$ cat src/rtl/axi_console_snoop.sv
// Passive AXI write snooper: console bytes, retire watchdog, pass/fail magic.
// Never drives the bus; every status flag is sticky until rst.
module axi_console_snoop #(
  parameter logic [31:0] CONSOLE_ADDR = 32'h10015000,
  parameter int          WINDOW       = 50000,
  parameter int          CHAR_DEPTH   = 16,
  parameter int          AWQ_DEPTH    = 4,
  parameter logic [63:0] PASS_MAGIC   = 64'h444333222,
  parameter logic [63:0] FAIL_MAGIC   = 64'h2382348720
) (
  input  logic         clk,
  input  logic         rst,
  input  logic         awvalid,
  input  logic         awready,
  input  logic [39:0]  awaddr,
  input  logic [3:0]   awlen,
  input  logic         wvalid,
  input  logic         wready,
  input  logic         wlast,
  input  logic [127:0] wdata,
  input  logic [15:0]  wstrb,
  input  logic         retire,
  input  logic [63:0]  wb0_data,
  input  logic [63:0]  wb1_data,
  output logic [7:0]   con_char,
  output logic         con_valid,
  input  logic         con_ready,
  output logic         char_ovf,
  output logic         proto_err,
  output logic         hang,
  output logic         sim_pass,
  output logic         sim_fail
);

  localparam int QW = (AWQ_DEPTH > 1) ? $clog2(AWQ_DEPTH) : 1;
  localparam int CW = $clog2(AWQ_DEPTH + 1);
  localparam int FW = $clog2(CHAR_DEPTH);
  localparam int WW = (WINDOW > 1) ? $clog2(WINDOW) : 1;

  logic                 aw_hs;
  logic                 w_hs;
  logic                 aw_con;
  logic                 q_empty;
  logic                 q_full;
  logic                 w_con;
  logic                 w_ok;
  logic                 w_orphan;
  logic                 q_pop;
  logic                 q_push_req;
  logic                 q_push;
  logic                 q_drop;
  logic [AWQ_DEPTH-1:0] awq;
  logic [QW-1:0]        q_rd;
  logic [QW-1:0]        q_wr;
  logic [CW-1:0]        q_cnt;

  assign aw_hs   = awvalid & awready;
  assign w_hs    = wvalid & wready;
  assign aw_con  = (awaddr[31:0] == CONSOLE_ADDR)
                 && (awlen == 4'd0);
  assign q_empty = (q_cnt == '0);
  assign q_full  = (q_cnt == CW'(AWQ_DEPTH));

  // empty queue + same-cycle AW: the beat rides the incoming entry
  assign w_con      = q_empty ? aw_con : awq[q_rd];
  assign w_ok       = w_hs & (~q_empty | aw_hs);
  assign w_orphan   = w_hs & q_empty & ~aw_hs;
  assign q_pop      = w_ok & wlast & ~q_empty;
  assign q_push_req = aw_hs & ~(q_empty & w_hs & wlast);
  assign q_drop     = q_push_req & q_full & ~q_pop;
  assign q_push     = q_push_req & ~q_drop;

  function automatic logic [QW-1:0] q_nxt(
    input logic [QW-1:0] p
  );
    return (p == QW'(AWQ_DEPTH - 1)) ? '0 : p + QW'(1);
  endfunction

  always_ff @(posedge clk or posedge rst) begin
    if (rst) begin
      awq   <= '0;
      q_rd  <= '0;
      q_wr  <= '0;
      q_cnt <= '0;
    end else begin
      if (q_push) begin
        awq[q_wr] <= aw_con;
        q_wr      <= q_nxt(q_wr);
      end
      if (q_pop)
        q_rd <= q_nxt(q_rd);
      unique case ({q_push, q_pop})
        2'b10:   q_cnt <= q_cnt + CW'(1);
        2'b01:   q_cnt <= q_cnt - CW'(1);
        default: q_cnt <= q_cnt;
      endcase
    end
  end

  logic       sel_v;
  logic [7:0] sel_b;

  always_comb begin
    sel_v = 1'b0;
    sel_b = 8'h00;
    unique case (1'b1)
      wstrb == 16'h000f: begin
        sel_v = 1'b1;
        sel_b = wdata[7:0];
      end
      wstrb == 16'h00f0: begin
        sel_v = 1'b1;
        sel_b = wdata[39:32];
      end
      wstrb == 16'h0f00: begin
        sel_v = 1'b1;
        sel_b = wdata[71:64];
      end
      wstrb == 16'hf000: begin
        sel_v = 1'b1;
        sel_b = wdata[103:96];
      end
      default: ;
    endcase
  end

  logic       byte_v;
  logic [7:0] byte_d;

  always_ff @(posedge clk or posedge rst) begin
    if (rst) begin
      byte_v <= 1'b0;
      byte_d <= 8'h00;
    end else begin
      byte_v <= w_ok & w_con & sel_v;
      byte_d <= sel_b;
    end
  end

  logic [7:0]  mem [CHAR_DEPTH];
  logic [FW:0] f_rd;
  logic [FW:0] f_wr;
  logic        f_empty;
  logic        f_full;
  logic        f_pop;
  logic        f_push;
  logic        f_ovf;

  assign f_empty = (f_rd == f_wr);
  assign f_full  = (f_rd[FW] != f_wr[FW])
                 && (f_rd[FW-1:0] == f_wr[FW-1:0]);
  assign f_pop   = con_valid & con_ready;
  assign f_push  = byte_v & (~f_full | f_pop);
  assign f_ovf   = byte_v & f_full & ~f_pop;

  assign con_valid = ~f_empty;
  assign con_char  = f_empty ? 8'h00 : mem[f_rd[FW-1:0]];

  always_ff @(posedge clk) begin
    if (f_push)
      mem[f_wr[FW-1:0]] <= byte_d;
  end

  always_ff @(posedge clk or posedge rst) begin
    if (rst) begin
      f_rd <= '0;
      f_wr <= '0;
    end else begin
      if (f_push)
        f_wr <= f_wr + 1'b1;
      if (f_pop)
        f_rd <= f_rd + 1'b1;
    end
  end

  logic [WW-1:0] win_cnt;
  logic          seen;
  logic          win_end;

  assign win_end = (win_cnt == WW'(WINDOW - 1));

  always_ff @(posedge clk or posedge rst) begin
    if (rst) begin
      win_cnt <= '0;
      seen    <= 1'b0;
    end else begin
      win_cnt <= win_end ? '0 : win_cnt + WW'(1);
      seen    <= win_end ? 1'b0 : (seen | retire);
    end
  end

  logic [63:0] wb0_q;
  logic [63:0] wb1_q;
  logic        pass_hit;
  logic        fail_hit;

  assign pass_hit = (wb0_q == PASS_MAGIC)
                  | (wb1_q == PASS_MAGIC);
  assign fail_hit = (wb0_q == FAIL_MAGIC)
                  | (wb1_q == FAIL_MAGIC);

  always_ff @(posedge clk or posedge rst) begin
    if (rst) begin
      wb0_q <= '0;
      wb1_q <= '0;
    end else begin
      wb0_q <= wb0_data;
      wb1_q <= wb1_data;
    end
  end

  // fail wins a same-cycle tie; whichever lands first locks out the other
  always_ff @(posedge clk or posedge rst) begin
    if (rst) begin
      char_ovf  <= 1'b0;
      proto_err <= 1'b0;
      hang      <= 1'b0;
      sim_pass  <= 1'b0;
      sim_fail  <= 1'b0;
    end else begin
      char_ovf  <= char_ovf | f_ovf;
      proto_err <= proto_err | w_orphan | q_drop;
      hang      <= hang | (win_end & ~seen & ~retire);
      sim_fail  <= sim_fail | (fail_hit & ~sim_pass);
      sim_pass  <= sim_pass
                 | (pass_hit & ~fail_hit & ~sim_fail);
    end
  end

endmodule

$ cat config.mk
export PLATFORM = sky130hd
export DESIGN_NAME = axi_console_snoop
export DESIGN_NICKNAME = d
export VERILOG_FILES = /design/src/rtl/axi_console_snoop.sv
export SDC_FILE = /design/constraint.sdc
export NUM_CORES = 1
export LEC_CHECK = 0
export CAP_MARGIN = 0
export CORE_ASPECT_RATIO = 1.1
export CORE_MARGIN = 1.5
export CORE_UTILIZATION = 35
export DETAILED_ROUTE_END_ITERATION = 8
export GPL_ROUTABILITY_DRIVEN = 0
export PLACE_DENSITY = 0.72
export SLEW_MARGIN = 15
export SYNTH_ARGS = -nofsm -noshare
export SYNTH_HDL_FRONTEND = slang
export SYNTH_SLANG_ARGS = --single-unit
export TNS_END_PERCENT = 20
$ cat constraint.sdc
create_clock -name clk -period 5.6 [get_ports clk]
set_input_delay 1.12 -clock clk [delete_from_list [all_inputs] [get_ports clk]]
set_output_delay 1.12 -clock clk [all_outputs]
set_load 0.03 [all_outputs]
## Word-level counts from Yosys, hierarchy flattened

Memory sizes are Yosys's and may differ from the RTL's.
Index checks and enable logic that the tools add are counted.
Widths: inputs -> output; s select.

- Bits in registers: 180
- Bits in writable memories: 128
- Input port bits: 325
- Output and inout port bits: 14
- Word-level logic and storage cells: 116
- Memories: 1

Memories:

| memory | depth | bits a word | read ports | clocked after memory_dff | write ports | RTL line | source |
|---|---|---|---|---|---|---|---|
| mem | 16 | 8 | 1 | 0 | 1 | 140 | `logic [7:0] mem [CHAR_DEPTH];` |

- $add $sub $neg: 7
- Order comparisons: 3
- Equality and inequality tests: 18
- Multiplexer cells: 16
- Bitwise gates (word level): 47
- Reductions and logical operators: 7

Operators by type and width:

| kind | number |
|---|---|
| $eq 64x35->1 const B | 2 |
| $eq 64x38->1 const B | 2 |
| $eq 16x16->1 const B | 2 |
| $eq 32x29->1 const B | 1 |
| $pmux 8 s4 | 1 |
| $and 1x1->1 | 23 |
| $add 16x1->16 const B | 1 |
| $eq 16x12->1 const B | 1 |
| $eq 16x4->1 const B | 1 |
| $eq 16x8->1 const B | 1 |
| $mux 16 | 1 |
| $not 1->1 | 13 |
| $or 1x1->1 | 11 |
| $add 5x1->5 const B | 2 |
| $mux 8 | 1 |
| $mux 1 | 7 |
| $eq 2x2->1 const B | 3 |
| $lt 2x3->1 const B | 2 |
| $pmux 3 s2 | 1 |
| $eq 5x5->1 | 1 |
| $add 2x1->2 const B | 2 |
| $bwmux 4 | 1 |
| $eq 4x4->1 | 1 |
| $logic_not 4->1 | 1 |
| 13 further kinds | 16 |

## Longest topological paths before layout

Gate-level depths: netlist of run 1.

- Depth in word-level cells: 12
- Gate-level depth with buffers: 10
- Depth with buffers taken out: 10

## Worst setup path before layout of run 1

Ideal clock, no wire load.

- Path kind: reg-to-output
- From: register f_rd[0]
- To: output port con_char[0]
- Arrival: 1889 ps
- Required time: 4480 ps
- Path slack: 2591 ps
- Cell stages (with the launch flop): 6
- Buffers on the path: 2
- Path through: dfrtp_1 > buf_4 > buf_6 > mux4_2 > mux4_2 > and2_1

- Word-level cells in the longest chain between the ends: 2
- Elaborated cells on any way between the ends: 3
- Those cells by class: eq/ne: 1; mux: 1; memory: 1

RTL lines:

| what | RTL line | source |
|---|---|---|
| start, declared | 141 | `logic [FW:0] f_rd;` |
| start signal, assigned | 172 | `f_rd <= f_rd + 1'b1;` |
| $mem_v2 16x8 or $eq 5x5->1 (tied branches) | - |  |
| $mux 8 * | 157 | `assign con_char = f_empty ? 8'h00 : mem[f_rd[FW-1:0]];` |
| end, declared | 25 | `output logic [7:0] con_char,` |

Every way passes the cells marked *; elsewhere a longest branch is shown, timed or not.

## Final worst setup path of run 1

- From: register f_rd[0]
- To: output port con_char[6]

The elaborated chain is that of the path after synthesis.

==> out/metrics.yaml, run 1 <==
outcome:
  status: "finished, final reports clean"
critical_path:
  r2r-start: "f_rd[0]$_DFFE_PP0P_"
  cp.arrival_ns: 3.36
  required_ns: 4.48
  critPathCaptureType: "primary output"
  worstSetupPathType: "register to primary output"
  crit_fanout: 33
  start_kind: "register"
  crit_start: "f_rd[0]$_DFFE_PP0P_"
sta:
  fin_tns_setup_ns: 0
  fin_crit_ns: 4.48
  finalSetupViolCount: 0
  skew_ns: 0.0114
  finalHoldViolations: 0
  min_period_over_period: 0.799
  holdWs_ns: 0.470
  relSlewSlack: 0.420
  slew_violations: 0
  setup_slack_ns: 1.12
  max_freq_mhz: 223
  tightest_slew_ns: 0.868
  grt_setup_unrepaired: "false"
clocking:
  cts-root-buf: "clkbuf_16"
  path_clk_slew_ns: 0.06
  cts_buffers: 30
  cts_tree: "yes"
  ctsHtreeMaxLevel: 1
  cts_setup_buffers: 0
  clockBufferDepth: 3
  cts_resized: 0
  insertion_delay_ns: 0.54
  cts.hold.buffers_added: 0
  cts_sinks: 308
route:
  antenna_left: 0
  routed_wl_um: 23900
  drtPass1Iterations: 4
  wire_per_inst_um: 17.6
  viasPerCell: 4.77
  drc: 0
  drtIter0Drc: 345
  num_vias: 6487
hold_path:
  min_path_type: "register to register"
  holdCritStartpoint: "proto_err$_DFF_PP0_"
final_layout:
  fin_cells: 1360
  mostFrequentLayoutCells: "clkdlybuf4s50_1 (234), dfrtp_1 (179), edfxtp_1 (128), mux4_2 (41), nand2_1 (33)"
  seq_area_mm2: 0.00835
  stdcell_area_mm2: 0.0151
  final_nets: 1252
  fill_cells: 2653
  syn_to_final_growth_pct: 33.7
  final_common_cell: "clkdlybuf4s50_1"
  multiInputGateArea_mm2: 0.00280
  fin_util: 0.478
  drive_above_1_share: 0.113
power:
  p_leak_nw: 6.02
  p_total_mw: 5.22
  irDropWorstVdd_v: 0.000321
  power_density_mw_per_mm2: 346
synthesis:
  synth_cells: 657
  synth_nets: 995
  synth-seq-cells: 308
  synth_area_mm2: 0.0113
  ys_seq_area_frac: 0.740
  yosysWarnings: 0
  synth.avg_cell_area_um2: 17.2
  synth.distinct_cells: 46
floorplan:
  core_area_mm2: 0.0316
  die_area_mm2: 0.0333
  die_x_um: 174
  top_level_ports: 339
  dieHeight_um: 191
  rows: 68
  start_util: 0.357
flow_run:
  maxCapViolCount: 0
grt:
  grt_pass1_vias: 7110
  grt_pass1_wl_um: 37700
  grt_max_degree: 82
  grt_use_total: 0.147
  overflow: 0
  antenna_found_initial: 4
placed_design:
  hpwl_um: 17600
  placedCellCount: 1302
  place_ws_ns: 1.60
  io_buffers: 234
  dpl-instance-area_mm2: 0.0141
## power by group
group | switching (mW) | total [mW] | leakage [nW] | internal [mW]
clock network | 0.805 | 1.91 | 0.456 | 1.11
logic | 0.324 | 0.758 | 1.95 | 0.434
registers | 0.117 | 2.55 | 3.61 | 2.43
## per-layer routing
layer | up-vias | GRT usage | part of all wire
met2 | 233 | 0.257 | 0.50
li1 | 3010 | - | -
met5 | - | 0 | 0.0011
met1 | 3190 | 0.167 | 0.38
met3 | 50 | 0.0473 | 0.083
met4 | 4 | 0.0564 | 0.036
## sequential cells by signal (all words and copies together), names as in the netlist
register / count
awq: 4
byte_d: 8
byte_v: 1
char_ovf: 1
f_rd: 5
f_wr: 5
hang: 1
mem: 128
proto_err: 1
q_cnt: 3
q_rd: 2
q_wr: 2
seen: 1
sim_fail: 1
sim_pass: 1
wb0_q: 64
wb1_q: 64
win_cnt: 16
## final cells by class
| type | count | area share |
|---|---|---|
| antenna | 2 | 0.000332 |
| clock buffer | 47 | 0.0574 |
| clock inverter | 9 | 0.00548 |
| inverter | 11 | 0.00299 |
| multi-input combinational | 322 | 0.186 |
| sequential | 308 | 0.554 |
| tap | 420 | 0.0348 |
| timing repair buffer | 241 | 0.160 |
## cell usage after synthesis (all sizes together)
master / count / share of area
nand3: 19 / 0.0084
edfxtp: 128 / 0.34
nand4: 13 / 0.0072
o21ai: 3 / 0.0013
o22ai: 1 / 0.00056
buf: 8 / 0.0053
or4: 2 / 0.0013
a41oi: 1 / 0.00078
nor4: 29 / 0.017
nor3b: 1 / 0.00067
mux4: 41 / 0.082
and3: 21 / 0.012
nand4b: 2 / 0.0016
dfrtp: 180 / 0.40
nand2: 33 / 0.011
nor2b: 4 / 0.0022
a21boi: 1 / 0.00067
nor4b: 16 / 0.012
inv: 11 / 0.0037
a21o: 2 / 0.0013
nor2: 31 / 0.011
nand3b: 2 / 0.0013
xor2: 14 / 0.011
a21oi: 1 / 0.00044
clkbuf: 8 / 0.0027
a221oi: 1 / 0.00078
ha: 12 / 0.013
or3b: 1 / 0.00078
nor3: 11 / 0.0053
mux2i: 1 / 0.00089
and2: 10 / 0.0055
mux2: 7 / 0.0070
a32o: 1 / 0.00089
xnor2: 17 / 0.013
a31o: 2 / 0.0016
a31oi: 1 / 0.00056
and4: 3 / 0.0023
nand2b: 1 / 0.00056
fa: 1 / 0.0018
a22oi: 16 / 0.011
## worst paths after layout
check                      slack [ns]                   to  cells after the start
setup / recovery                 1.12          con_char[6]                      5
hold / removal                   0.47  proto_err$_DFF_PP0_                      1
setup reg to reg                 2.68  mem[3][3]$_DFFE_PP_                      8
hold reg to reg                  0.47  proto_err$_DFF_PP0_                      1
max in group asynchronous        3.47  f_rd[0]$_DFFE_PP0P_                      3
min in group asynchronous        1.10  wb0_q[22]$_DFF_PP0_                      2
## worst max-delay path: stages (launching register included)
cell and delay (ns):
dfrtp_2 0.39, buf_4 0.54, mux4_2 0.62, mux4_2 0.48, and2_1 0.18, clkdlybuf4s50_1 0.59
## cell families (layout without fill, tap and decap cells)
| family | Yosys count | after routing | synth area share |
|---|---|---|---|
| buffers and inverters | 27 | 308 | 0.0116 |
| muxes | 49 | 49 | 0.0898 |
| and+or+nand+nor | 199 | 199 | 0.0997 |
| xor gates and xnor gates | 31 | 31 | 0.0241 |
| other | 0 | 2 | 0 |
| DFF | 308 | 308 | 0.740 |
| adders and majority gates | 13 | 13 | 0.0151 |
| AOI/OAI and AO/OA | 30 | 30 | 0.0195 |
No activity file was read; power rests on OpenSTA's default activity.
==> inputs of run 2 (changes only) <==
- clock period: 5.6 -> 3.7 ns (I/O delays scaled with it)
==> run 2 against run 1 <==
  * Die area stayed put
  * Core utilization is 0.99 points higher
  * Sequential power is 49% higher
  * Routed wire length is 1.4% higher
  * Cell count is 1.2% higher
  * Critical path type unchanged
  * Largest power group unchanged
  * Highest routed layer unchanged
==> out/metrics.yaml, run 2 (synthesized netlist as in run 1, its figures left out) <==
route:
  num_vias: 6601  # was 6,487
  viasPerCell: 4.80  # was 4.77
  drtIter0Drc: 414  # was 345
  antenna_left: 0  # unchanged
  drc: 0  # unchanged
  route.met3.wl_um: 1840  # was 1990 um
  drt-met1-wl_um: 9550  # was 9010 um
  maxUsedRoutingLayer: "met5"  # unchanged
  drtPass1Iterations: 4  # unchanged
  wl_met2_um: 12200  # was 12,000 um
  wire_per_inst_um: 17.6  # about the same
  routed_wl_um: 24300  # was 23,900 um
final_layout:
  fin_util: 0.488  # was 0.478
  drive_above_1_share: 0.141  # was 0.113
  syn_to_final_growth_pct: 36.5  # was 33.7%
  mostFrequentLayoutCells: "clkdlybuf4s50_1 (226), dfrtp_1 (178), edfxtp_1 (128), mux4_2 (41), nand2_1 (32)"  # was clkdlybuf4s50_1 (234), dfrtp_1 (179), edfxtp_1 (128), mux4_2 (41), nand2_1 (33)
  final_common_cell: "clkdlybuf4s50_1"  # unchanged
  final_nets: 1266  # was 1,252
  largest_reg_flops: 128  # unchanged
  fill_cells: 2610  # was 2,653
  stdcell_area_mm2: 0.0154  # was 0.0151 mm^2
sta:
  tightest_slew_ns: 0.874  # was 0.868 ns
  finalHoldViolations: 0  # unchanged
  skew_ns: 0.0294  # was 0.0114 ns
  holdWs_ns: 0.487  # was 0.470 ns
  max_freq_mhz: 278
  finalSetupViolCount: 0  # unchanged
  grt_setup_unrepaired: "false"  # unchanged
  min_period_over_period: 0.973
  fin_crit_ns: 3.60
  slew_violations: 0  # unchanged
  relSlewSlack: 0.416  # was 0.420
power:
  irDropWorstVdd_v: 0.000388  # was 0.000321 V
  power_density_mw_per_mm2: 548  # was 346 mW/mm^2
  p_leak_nw: 6.22  # was 6.02 nW
grt:
  grt_pass1_vias: 7129  # was 7,110
  overflow: 0  # unchanged
  grt_max_degree: 43  # was 82
  grt_use_total: 0.149  # was 0.147
  grt_pass1_wl_um: 38500  # was 37,700 um
  antenna_found_initial: 4  # unchanged
critical_path:
  slowest_stage: "mux4_2"  # unchanged
  slowest_delay_ns: 0.53  # was 0.62 ns
  critPathCaptureType: "primary output"  # unchanged
  crit_chain: "buf_12 > buf_12 > mux4_2 > mux4_2 > and2_1 > dlygate4sd2_1"  # was buf_4 > mux4_2 > mux4_2 > and2_1 > clkdlybuf4s50_1
  crit_family: "multiplexers"  # was buffers and inverters
  crit_fanout: 13  # was 33
  start_kind: "register"  # unchanged
  cp.arrival_ns: 2.86  # was 3.36 ns
  worstSetupPathType: "register to primary output"  # unchanged
  path_buf_inv: 3  # was 2
  required_ns: 2.96  # was 4.48 ns
  r2r_slack_ns: 1.35  # was 2.68 ns
floorplan:
  top_level_ports: 339  # unchanged
  die_area_mm2: 0.0333  # unchanged
  rows: 68  # unchanged
  core_area_mm2: 0.0316  # unchanged
  dieHeight_um: 191  # unchanged
  start_util: 0.357  # unchanged
  die_x_um: 174  # unchanged
clocking:
  cts_sinks: 308  # unchanged
  clockBufferDepth: 3  # unchanged
  cts.hold.buffers_added: 0  # unchanged
  path_clk_slew_ns: 0.06  # about the same
  cts_tree: "yes"  # unchanged
  insertion_delay_ns: 0.57  # was 0.54 ns
  ctsHtreeMaxLevel: 1  # unchanged
  cts_buffers: 31  # was 30
  cts-root-buf: "clkbuf_16"  # unchanged
hold_path:
  min_path_type: "register to register"  # unchanged
placed_design:
  hpwl_um: 17800  # was 17,600 um
  dpl-instance-area_mm2: 0.0142  # was 0.0141 mm^2
  io_buffers: 234  # unchanged
outcome:
  status: "finished, final reports clean"  # unchanged
flow_run:
  maxCapViolCount: 0  # unchanged
==> run 2: changes by cell type in the layout (fill, tap and decap cells not counted), sizes merged, moves of 2 or more <==
cell	previous run	this run
buf	7	20
inv	12	14
clkdlybuf4s50	234	226
dlygate4sd2	0	7
bufinv	1	5
clkinvlp	3	8
clkbuf	47	37
==> run 2: layer usage <==
metal  GRT usage  up-vias
met1       0.182     3273
met2       0.261      239
met3      0.0398       45
met5           0        -
li1            -     3042
met4      0.0434        2
==> run 2: final timing paths <==
| kind | end | startpoint | cells after the start |
|---|---|---|---|
| setup / recovery | con_char[3] | f_rd[0]$_DFFE_PP0P_ | 6 |
| hold / removal | proto_err$_DFF_PP0_ | proto_err$_DFF_PP0_ | 1 |
| setup reg to reg | mem[15][0]$_DFFE_PP_ | f_rd[0]$_DFFE_PP0P_ | 7 |
| hold reg to reg | proto_err$_DFF_PP0_ | proto_err$_DFF_PP0_ | 1 |
| max in group asynchronous | wb1_q[1]$_DFF_PP0_ | rst | 3 |
| min in group asynchronous | wb0_q[23]$_DFF_PP0_ | rst | 2 |
==> run 2: cell type report <==
cell class | instances | area, um^2 | share of cell area
clock inverter | 21 | 289 | 0.0188
clock buffer | 37 | 838 | 0.0545
inverter | 11 | 45.0 | 0.00293
sequential | 308 | 8350 | 0.542
timing repair buffer | 254 | 2540 | 0.165
antenna | 3 | 7.51 | 0.000488
tap | 420 | 526 | 0.0341
multi-input combinational | 322 | 2800 | 0.182
==> run 2: power by group <==
| group | total [mW] | leakage, nW | internal (mW) | switching [mW] |
|---|---|---|---|---|
| Combinational | 1.29 | 2.08 | 0.726 | 0.559 |
| Clock | 3.34 | 0.530 | 1.99 | 1.35 |
| Sequential | 3.81 | 3.61 | 3.68 | 0.129 |
| Total | 8.44 | 6.22 | 6.41 | 2.03 |
==> run 2: stage by stage <==
step | TNS [ns] | std cells | power [mW] | worst slack [ns]
after floorplan | 0 | 657 | 4.64 | 0.651
after global placement | 0 | 1312 | 5.14 | 0.444
after detailed placement | 0 | 1312 | 5.17 | 0.429
after CTS | -0.159 | 1370 | 8.49 | -0.159
after global routing | 0 | 1373 | 8.79 | 0.00660
final | 0 | 1376 | 8.44 | 0.0989
==> run 2: repair_timing <==
action / in CTS / in global routing
setup buffers: 0 / 3
endpoints found under the hold margin: 0 / 0
endpoints found under the setup margin: 9 / 2
gates resized for setup: 8 / 2
